**src/rtl/video_rd_pixel_sequencer_pkg.sv**
```systemverilog
// Shared definitions for the video-clock side of the DDR frame read path.
//   state_t        : line-fetch sequencer states
//   PIXEL_BITS     : meaningful bits of one pixel (RGB888)
//   PIX_SLOT_BITS  : bits reserved per pixel inside a FIFO word
package video_rd_pixel_sequencer_pkg;

  typedef enum logic [1:0] {
    S_WAIT  = 2'd0,
    S_PRIME = 2'd1,
    S_RUN   = 2'd2
  } state_t;

  localparam int unsigned PIXEL_BITS    = 24;
  localparam int unsigned PIX_SLOT_BITS = 32;

endpackage

```
**src/rtl/video_sync_edge_detect.sv**
```systemverilog
// Registers the reference vsync/vde and derives single-cycle event pulses.
// Shared between the read and write sides of the frame buffer.
//   clk, rstn    : clock, asynchronous active-low reset
//   vsync, vde   : reference timing inputs
//   vsync_valid  : active level of vsync
//   vsync_d      : vsync delayed by one cycle
//   vde_d        : vde delayed by one cycle
//   vsync_edge   : vsync has just entered its active level (combinational)
//   vde_rise     : first cycle of a data-enable burst (combinational)
//   vde_fall     : first cycle after a data-enable burst (combinational)
module video_sync_edge_detect (
  input  logic clk,
  input  logic rstn,
  input  logic vsync,
  input  logic vsync_valid,
  input  logic vde,
  output logic vsync_d,
  output logic vde_d,
  output logic vsync_edge,
  output logic vde_rise,
  output logic vde_fall
);

  always_ff @(posedge clk or negedge rstn) begin
    if (!rstn) begin
      vsync_d <= 1'b0;
      vde_d   <= 1'b0;
    end else begin
      vsync_d <= vsync;
      vde_d   <= vde;
    end
  end

  assign vsync_edge = ({vsync_d, vsync} == {~vsync_valid, vsync_valid});
  assign vde_rise   = vde & ~vde_d;
  assign vde_fall   = ~vde & vde_d;

endmodule

```
**src/rtl/video_rd_pixel_sequencer.sv**
```systemverilog
// Video-clock end of the DDR frame read path. Pops 128-bit words from a
// first-word-fall-through line FIFO, unpacks them into 24-bit pixels and
// re-times them against the reference video timing, requesting one DDR line
// fetch per active line.
//   i_video1_clk, i_rstn        : pixel clock, asynchronous active-low reset
//   i_video_vde/hsync/vsync     : reference timing
//   i_video_vsync_valid         : active level of vsync
//   i_fifo_rdata, i_fifo_empty  : FWFT FIFO head word and empty flag
//   o_fifo_rd_en                : pop the head word
//   o_line_rq                   : one-cycle pulse requesting the next line
//   o_frame_start               : one-cycle pulse after the vsync active edge
//   o_underflow                 : sticky per-frame FIFO underflow flag
//   o_video_*                   : output video, one cycle behind the reference
module video_rd_pixel_sequencer
  import video_rd_pixel_sequencer_pkg::*;
#(
  parameter int unsigned WORD_WIDTH     = 128,
  parameter int unsigned PIX_PER_WORD   = 4,
  parameter int unsigned IMG_LINES      = 1080,
  parameter int unsigned PREFETCH_LINES = 2
) (
  input  logic                  i_video1_clk,
  input  logic                  i_rstn,
  input  logic                  i_video_vde,
  input  logic                  i_video_hsync,
  input  logic                  i_video_vsync,
  input  logic                  i_video_vsync_valid,
  input  logic [WORD_WIDTH-1:0] i_fifo_rdata,
  input  logic                  i_fifo_empty,
  output logic                  o_fifo_rd_en,
  output logic                  o_line_rq,
  output logic                  o_frame_start,
  output logic                  o_underflow,
  output logic [23:0]           o_video_data,
  output logic                  o_video_vde,
  output logic                  o_video_hsync,
  output logic                  o_video_vsync
);

  localparam int unsigned IDX_W  = $clog2(PIX_PER_WORD);
  localparam int unsigned CNT_W  = $clog2(IMG_LINES + 1);
  localparam int unsigned SLOT_W = $clog2(WORD_WIDTH);

  state_t                state;
  logic [CNT_W-1:0]      req_cnt;
  logic [IDX_W-1:0]      pix_idx;
  logic [IDX_W-1:0]      idx_eff;
  logic [SLOT_W-1:0]     slot_base;
  logic [PIXEL_BITS-1:0] pixel;
  logic                  vsync_edge;
  logic                  vde_rise;
  logic                  vde_fall;
  logic                  active;
  logic                  last_slot;
  logic                  pop_pix;
  logic                  pop_tail;

  video_sync_edge_detect u_edge (
    .clk        (i_video1_clk),
    .rstn       (i_rstn),
    .vsync      (i_video_vsync),
    .vsync_valid(i_video_vsync_valid),
    .vde        (i_video_vde),
    .vsync_d    (o_video_vsync),
    .vde_d      (o_video_vde),
    .vsync_edge (vsync_edge),
    .vde_rise   (vde_rise),
    .vde_fall   (vde_fall)
  );

  // Pixels flow only once a frame has started.
  assign active = (state != S_WAIT);

  // The first pixel of a line always comes from slot 0, whatever pix_idx
  // was left at, so the clear on vde rise takes effect in the same cycle.
  assign idx_eff   = vde_rise ? '0 : pix_idx;
  assign slot_base = SLOT_W'(idx_eff) * SLOT_W'(PIX_SLOT_BITS);
  assign pixel     = i_fifo_rdata[slot_base +: PIXEL_BITS];
  assign last_slot = (idx_eff == IDX_W'(PIX_PER_WORD - 1));

  // The pop has to land in the same cycle the last slot is consumed: with a
  // FWFT FIFO a registered pop would re-read the old head word once more.
  assign pop_pix  = active & i_video_vde & ~i_fifo_empty & last_slot;
  // A line ending mid-word discards the rest of that word so the next line
  // starts word-aligned.
  assign pop_tail = active & vde_fall & (pix_idx != '0) & ~i_fifo_empty;
  assign o_fifo_rd_en = pop_pix | pop_tail;

  // Line-fetch sequencer with registered pulse outputs.
  always_ff @(posedge i_video1_clk or negedge i_rstn) begin
    if (!i_rstn) begin
      state         <= S_WAIT;
      req_cnt       <= '0;
      o_line_rq     <= 1'b0;
      o_frame_start <= 1'b0;
    end else begin
      o_line_rq     <= 1'b0;
      o_frame_start <= 1'b0;
      // A frame start overrides everything, including a coincident line end.
      if (vsync_edge) begin
        state         <= S_PRIME;
        req_cnt       <= '0;
        o_frame_start <= 1'b1;
      end else begin
        case (state)
          S_WAIT: ;
          S_PRIME: begin
            o_line_rq <= 1'b1;
            req_cnt   <= req_cnt + 1'b1;
            if (req_cnt == CNT_W'(PREFETCH_LINES - 1)) state <= S_RUN;
          end
          S_RUN: begin
            if (vde_fall && (req_cnt < CNT_W'(IMG_LINES))) begin
              o_line_rq <= 1'b1;
              req_cnt   <= req_cnt + 1'b1;
            end
          end
          default: state <= S_WAIT;
        endcase
      end
    end
  end

  // Pixel unpacking, underflow tracking and output re-timing.
  always_ff @(posedge i_video1_clk or negedge i_rstn) begin
    if (!i_rstn) begin
      pix_idx       <= '0;
      o_underflow   <= 1'b0;
      o_video_data  <= '0;
      o_video_hsync <= 1'b0;
    end else begin
      if (vsync_edge)       pix_idx <= '0;
      else if (i_video_vde) pix_idx <= idx_eff + 1'b1;
      else if (vde_fall)    pix_idx <= '0;

      if (vsync_edge)                               o_underflow <= 1'b0;
      else if (active && i_video_vde && i_fifo_empty) o_underflow <= 1'b1;

      o_video_data  <= (active && i_video_vde && !i_fifo_empty) ? pixel : '0;
      o_video_hsync <= i_video_hsync;
    end
  end

endmodule

```
**config.mk**
```make
export PLATFORM = sky130hd
export DESIGN_NAME = video_rd_pixel_sequencer
export DESIGN_NICKNAME = d
export VERILOG_FILES = /design/src/rtl/video_rd_pixel_sequencer_pkg.sv /design/src/rtl/video_sync_edge_detect.sv /design/src/rtl/video_rd_pixel_sequencer.sv
export SDC_FILE = /design/constraint.sdc
export NUM_CORES = 1
export LEC_CHECK = 0
export BUFFER_PORTS_ARGS = -buffer_cell sky130_fd_sc_hd__buf_2
export CAP_MARGIN = 20
export CORE_AREA = 2 2 88 90
export CTS_CLUSTER_DIAMETER = 200
export DETAILED_ROUTE_END_ITERATION = 8
export DIE_AREA = 0 0 90 92
export PLACE_DENSITY = 0.68
export SLEW_MARGIN = 20
export SYNTH_ARGS = -nofsm -noshare
export SYNTH_HDL_FRONTEND = slang
export SYNTH_SLANG_ARGS = --single-unit
```
**constraint.sdc**
```tcl
create_clock -name i_video1_clk -period 5 [get_ports i_video1_clk]
set_input_delay 1 -clock i_video1_clk [delete_from_list [all_inputs] [get_ports i_video1_clk]]
set_output_delay 1 -clock i_video1_clk [all_outputs]
set_load 0.02 [all_outputs]
```
==> results.toml, run 1 <==
[critical_path]
cp_common_cell = "buf_2"
path_buf_inv = 2
worstPathRequired_ns = 4.00
cp_cell_sequence = "buf_2 -> nand2b_1 -> and2_2 -> ha_1 -> a21oi_1 -> nor3_1 -> buf_2"
slowest_stage = "nand2b_1"
critPathLaunchType = "input pin"
cp.arrival_ns = 2.63
endpoint_kind = "output port"
path_class = "in2out"
slowest_delay_ns = 0.46
path_max_fanout = 26
crit_family = "simple AND/OR/NAND/NOR gates"

[finish]
drive_gt1_frac = 0.382
final_core_util = 0.451
area_growth_syn_to_layout_pct = 33.8
final_common_cell = "buf_2"
layout_common_cells = "buf_2 (132), a211oi_1 (50), dfrtp_1 (45)"
layout.nets = 525
insertedDiodeCount = 0

[timing]
max_slew.worst_pin.slew_ns = 1.04
fin_worst_skew_ns = 0.00953
min_period_ns = 3.63
report.final.slew_viol_count = 0
fin_tns_setup_ns = 0
final_hold_viol_count = 0
max_freq_mhz = 276
rsz0062_at_grt = "no"
slew_headroom = 0.299
period_share = 0.726
setup_viol = 0

[synth]
yosys.area.top_type = "dfrtp_1"
synth_area_per_cell_um2 = 9.50
synthFlopType = "dfrtp_1"
synth_edf_count = 0
ys_ff_latch = 45
synth_cell_types = 36
synth_nets = 405
synthTopCellsByArea = "dfrtp_1 (45%), a211oi_1 (15%), and3_1 (6.2%), o22ai_1 (6.2%), clkbuf_1 (3.3%)"
synth_area_mm2 = 0.00251
async_flop_share = 1.00
synth_top_area_frac = 0.449
yosys_warnings = 0
synthCells = 264
yosysSeqAreaShare = 0.449

[detailed_routing]
final_antenna_net_count = 0
finalWirelength_um = 7120
top_layer_used = "met4"
via_per_inst = 5.25
first_iter_violations = 96
wl_met3_um = 399
drc = 0
wl_met2_um = 3700
via_count = 2559
m1WireLength_um = 2940
wl_per_cell_um = 14.6
firstDrtPassIters = 4

[global_routing]
grt_pass1_wl_um = 11400
grt_max_degree = 49
grt_pass1_vias = 2469
antenna_found_initial = 0
grt-ovfl-total = 0
grt_use_total = 0.168

[pwr]
sequentialPowerShare = 0.386
p_sw_w = 0.000434
sw_frac_of_total = 0.370
p_per_area_mw_per_mm2 = 350
ir_drop_mv = 0.117
internal-power_w = 0.000741
p_leak_nw = 1.69
p_comb_frac = 0.368
clkPwrFrac = 0.246

[clock_tree]
cts_tree = "built"
h-tree-depth = 2
insertion_delay_ns = 0.30
clk_pin_slew_ns = 0.08
clock_sinks = 45
post-cts-setup-buffer-count = 0
numCtsBuffers = 5
clockRootBuffer = "clkbuf_8"
cts_resized = 0
clockBufferDepth = 2
postCtsHoldBufs = 0

[placed_design]
place.detailed.hpwl_um = 5120
io_buffers = 133
gp_congestion = 0.832

[die]
die_x_um = 90
fp.coreArea_mm2 = 0.00745
dieArea_mm2 = 0.00828
num_io_pins = 166
start_util = 0.337
die_h_um = 92
fp-row-count = 32

[min_path]
hold_class = "reg2reg"

[flow_run]
drv_cap = 0

[status]
status = "complete, no violations"
## sequential cells by signal, summed over array words and instances (netlist names)
register        count
o_video_data       24
o_line_rq           1
o_video_hsync       1
req_cnt            11
o_underflow         1
u_edge.vde_d        1
state               2
pix_idx             2
o_frame_start       1
u_edge.vsync_d      1
## final timing paths
| check | end | from | slack, ns | cells after the start |
|---|---|---|---|---|
| max | o_fifo_rd_en | i_video_vde | 1.37 | 7 |
| max in group asynchronous | o_video_data[14] | i_rstn | 3.93 | 1 |
| min in group asynchronous | req_cnt[8] | i_rstn | 0.69 | 1 |
| min | o_underflow | o_underflow | 0.51 | 2 |
| max reg2reg | o_video_data[2] | u_edge.vde_d | 2.72 | 5 |
| min reg2reg | o_underflow | o_underflow | 0.51 | 2 |
## power by group through the flow
stage                     combinational (W)  sequential, W  clock, W
after global routing               0.000482       0.000462  0.000314
after detailed placement           0.000435       0.000460         0
final                              0.000432       0.000453  0.000290
after floorplan                    0.000261       0.000487         0
after CTS                          0.000435       0.000453  0.000298
after global placement             0.000423       0.000458         0
## layer usage
metal  vias up  GRT usage
met3        10     0.0370
met2        81      0.308
met1      1187      0.199
met4         0     0.0423
li1       1281          -
met5         -          0
## worst register-to-register path, cell delays in order (launching register included)
cell and delay, ns:
dfrtp_1 0.44, nand2b_1 0.54, and2_2 0.42, buf_4 0.26
a211oi_1 0.35, a211oi_1 0.09
## synth_stat cells (all sizes together), types with 7 or more instances
library cell,count
o22ai,25
a21oi,13
nor2,7
and3,25
or4,9
clkbuf,22
inv,10
a211oi,50
o31ai,7
dfrtp,45
## stage by stage
stage | instances | hold WS [ns] | worst slack (ns) | cell area [µm²] | power, W
after floorplan | 264 | 0.479 | 1.38 | 2510 | 0.000748
after CTS | 487 | 0.511 | 1.34 | 3350 | 0.00119
after global routing | 487 | 0.549 | 1.21 | 3360 | 0.00126
final | 487 | 0.511 | 1.37 | 3360 | 0.00118
after detailed placement | 479 | 0.493 | 1.34 | 3230 | 0.000895
after global placement | 479 | 0.479 | 1.36 | 3230 | 0.000881
## cell families after synthesis
kind of cell / share of synthesized area
DFF: 0.449
and+or+nand+nor: 0.162
adders and majority gates: 0.0299
AOI/OAI and AO/OA: 0.303
buffers and inverters: 0.0559
## cell type report
cell class / count / area, µm²
inverters: 11 / 41.3
well taps: 102 / 128
multi-input cells: 184 / 1240
repair buffers: 137 / 698
clock inverters: 2 / 37.5
clock buffers: 6 / 82.6
flip-flops and latches: 45 / 1130
fillers: 768 / 4090
Power figures use the tool's default switching activity.
==> inputs of run 2 (changes only) <==
--- a/config.mk
+++ b/config.mk
@@ -11,7 +11,7 @@
 export CTS_CLUSTER_DIAMETER = 200
 export DETAILED_ROUTE_END_ITERATION = 8
 export DIE_AREA = 0 0 90 92
-export PLACE_DENSITY = 0.68
+export PLACE_DENSITY = 0.7
 export SLEW_MARGIN = 20
 export SYNTH_ARGS = -nofsm -noshare
 export SYNTH_HDL_FRONTEND = slang
==> constraint.sdc (replaced) <==
create_clock -name i_video1_clk -period 2.95 [get_ports i_video1_clk]
set_input_delay 0.59 -clock i_video1_clk [delete_from_list [all_inputs] [get_ports i_video1_clk]]
set_output_delay 0.59 -clock i_video1_clk [all_outputs]
set_load 0.02 [all_outputs]
==> run 2 against run 1 <==
Effect of this change:
- design area fell by 0.15%
- count of clock-buffer cells in the layout stayed put
- die area unchanged
- highest routed layer unchanged
- critical endpoint unchanged
- first-iteration DRC count rose by 61%
- critical path depth did not move
- clock skew is 0.0053 ns lower
- largest power group is now combinational logic
- cell count is 0.41% higher
- via count increased by 2.4%
==> results.toml, run 2 (synthesized netlist as in run 1, its figures left out) <==
[status]
status = "complete, no violations"

[critical_path]
endpoint_kind = "output port"
worstPathRequired_ns = 2.36
r2r_end = "req_cnt[7]"
slowest_delay_ns = 0.44
reg2reg_from = "req_cnt[8]"
cp.arrival_ns = 1.92
slowest_stage = "dfrtp_1"
ff2ff_setup_slack_ns = 0.69
path_class = "reg2out"
cp_cell_sequence = "nand2b_1 -> nand2_1 -> clkinv_1 -> ha_1 -> a21oi_1 -> nor3_1 -> buf_2"
path_max_fanout = 10
reg2regPathDepth = 4
critPathLaunchType = "register"

[detailed_routing]
firstDrtPassIters = 4
drc = 0
first_iter_violations = 155
final_antenna_net_count = 0
via_per_inst = 5.36
wl_per_cell_um = 14.8
finalWirelength_um = 7250
via_count = 2621

[timing]
fin_tns_setup_ns = 0
slew_headroom = 0.386
final_hold_viol_count = 0
period_share = 0.851
timing.final.ws_setup_ns = 0.440
hold_slack_ns = 0.286
setup_viol = 0
max_slew.worst_pin.slew_ns = 0.919
report.final.slew_viol_count = 0
min_period_ns = 2.51
rsz0062_at_grt = "no"
max_freq_mhz = 398
fin_worst_skew_ns = 0.00424

[finish]
area_growth_syn_to_layout_pct = 33.6
top_regs = "o_video_data: 24 flops, req_cnt: 11 flops"
top_register = "o_video_data"
layout_common_cells = "buf_2 (132), a211oi_1 (50), dfrtp_1 (45)"
largest_reg_flops = 24
insertedDiodeCount = 0
fillers = 766
instances_no_fill = 489
final_common_cell = "buf_2"
drive_gt1_frac = 0.388
seq_area_mm2 = 0.00113
layout.nets = 527
multiInputGateArea_mm2 = 0.00125
final_core_util = 0.450

[clock_tree]
clockBufferDepth = 2
clock_sinks = 45
numCtsBuffers = 5
postCtsHoldBufs = 0
clk_pin_slew_ns = 0.08
insertion_delay_ns = 0.30
post-cts-setup-buffer-count = 0
clockRootBuffer = "clkbuf_8"
cts_resized = 0
h-tree-depth = 2
cts_tree = "built"

[global_routing]
antenna_found_initial = 0
grt-ovfl-total = 0
grt_pass1_vias = 2495
grt_use_total = 0.173
grt_pass1_wl_um = 11700
grt_max_degree = 49

[flow_run]
drv_cap = 0

[die]
fp-row-count = 32
fp.coreArea_mm2 = 0.00745
die_h_um = 92
die_x_um = 90
start_util = 0.337
dieArea_mm2 = 0.00828
num_io_pins = 166

[pwr]
ir_drop_mv = 0.168
p_leak_nw = 1.70
p_per_area_mw_per_mm2 = 574

[placed_design]
place.detailed.hpwl_um = 5170
gp_congestion = 0.843
dp.cells = 481
dp_slack_ns = 0.470
io_buffers = 133

[min_path]
hold_class = "in2async"
-- run 2: cell count changes in the layout (fill, tap and decap cells not counted), sizes merged --
cell / previous run / this run
buf: 137 / 139
clkinv: 1 / 3
bufinv: 1 / 0
clkinvlp: 1 / 0
-- run 2: final cells by class --
cell class | count | area share
inverters | 11 | 0.0123
flip-flops and latches | 45 | 0.336
clock inverters | 2 | 0.00411
multi-input cells | 184 | 0.372
clock buffers | 6 | 0.0246
repair buffers | 139 | 0.213
well taps | 102 | 0.0381
-- run 2: critical path: cells and delay by family (launching register included) --
family          cells  cell delay, ns
simple gates        3            0.57
buf+inv             2            0.25
fa+ha+maj           1            0.20
compound gates      1            0.17
flops               1            0.44
-- run 2: worst max path at each step --
stage | startpoint | endpoint | slack [ns] | depth (start not counted)
finish | u_edge.vde_d | o_fifo_rd_en | 0.44 | 7
global placement | i_video_vde | o_fifo_rd_en | 0.50 | 7
floorplan | i_video_vde | o_fifo_rd_en | 0.15 | 8
global route | u_edge.vde_d | o_fifo_rd_en | 0.29 | 7
CTS | u_edge.vde_d | o_fifo_rd_en | 0.41 | 7
detailed placement | i_video_vde | o_fifo_rd_en | 0.47 | 8
-- run 2: per-layer routing --
layer,track usage,wire [µm],part of all wire,vias to the layer above
met1,0.205,2960,0.41,1235
met3,0.0345,408,0.056,7
met5,0,0,0,-
met2,0.321,3800,0.52,91
li1,-,-,-,1288
met4,0.0410,91,0.013,0
-- run 2: where the power goes --
| part | leakage, nW | internal [W] | switching, W | total (W) |
|---|---|---|---|---|
| combinational | 1.04 | 0.000285 | 0.000480 | 0.000765 |
| clock | 0.0512 | 0.000190 | 0.000213 | 0.000403 |
| sequential | 0.605 | 0.000703 | 0.0000535 | 0.000757 |
| total | 1.70 | 0.00118 | 0.000746 | 0.00192 |
-- run 2: through the flow --
| stage | cell area (µm²) | total power, W |
|---|---|---|
| after global placement | 3250 | 0.00150 |
| after global routing | 3350 | 0.00207 |
| after CTS | 3340 | 0.00194 |
| final | 3350 | 0.00192 |
| after detailed placement | 3250 | 0.00153 |
| after floorplan | 2510 | 0.00127 |
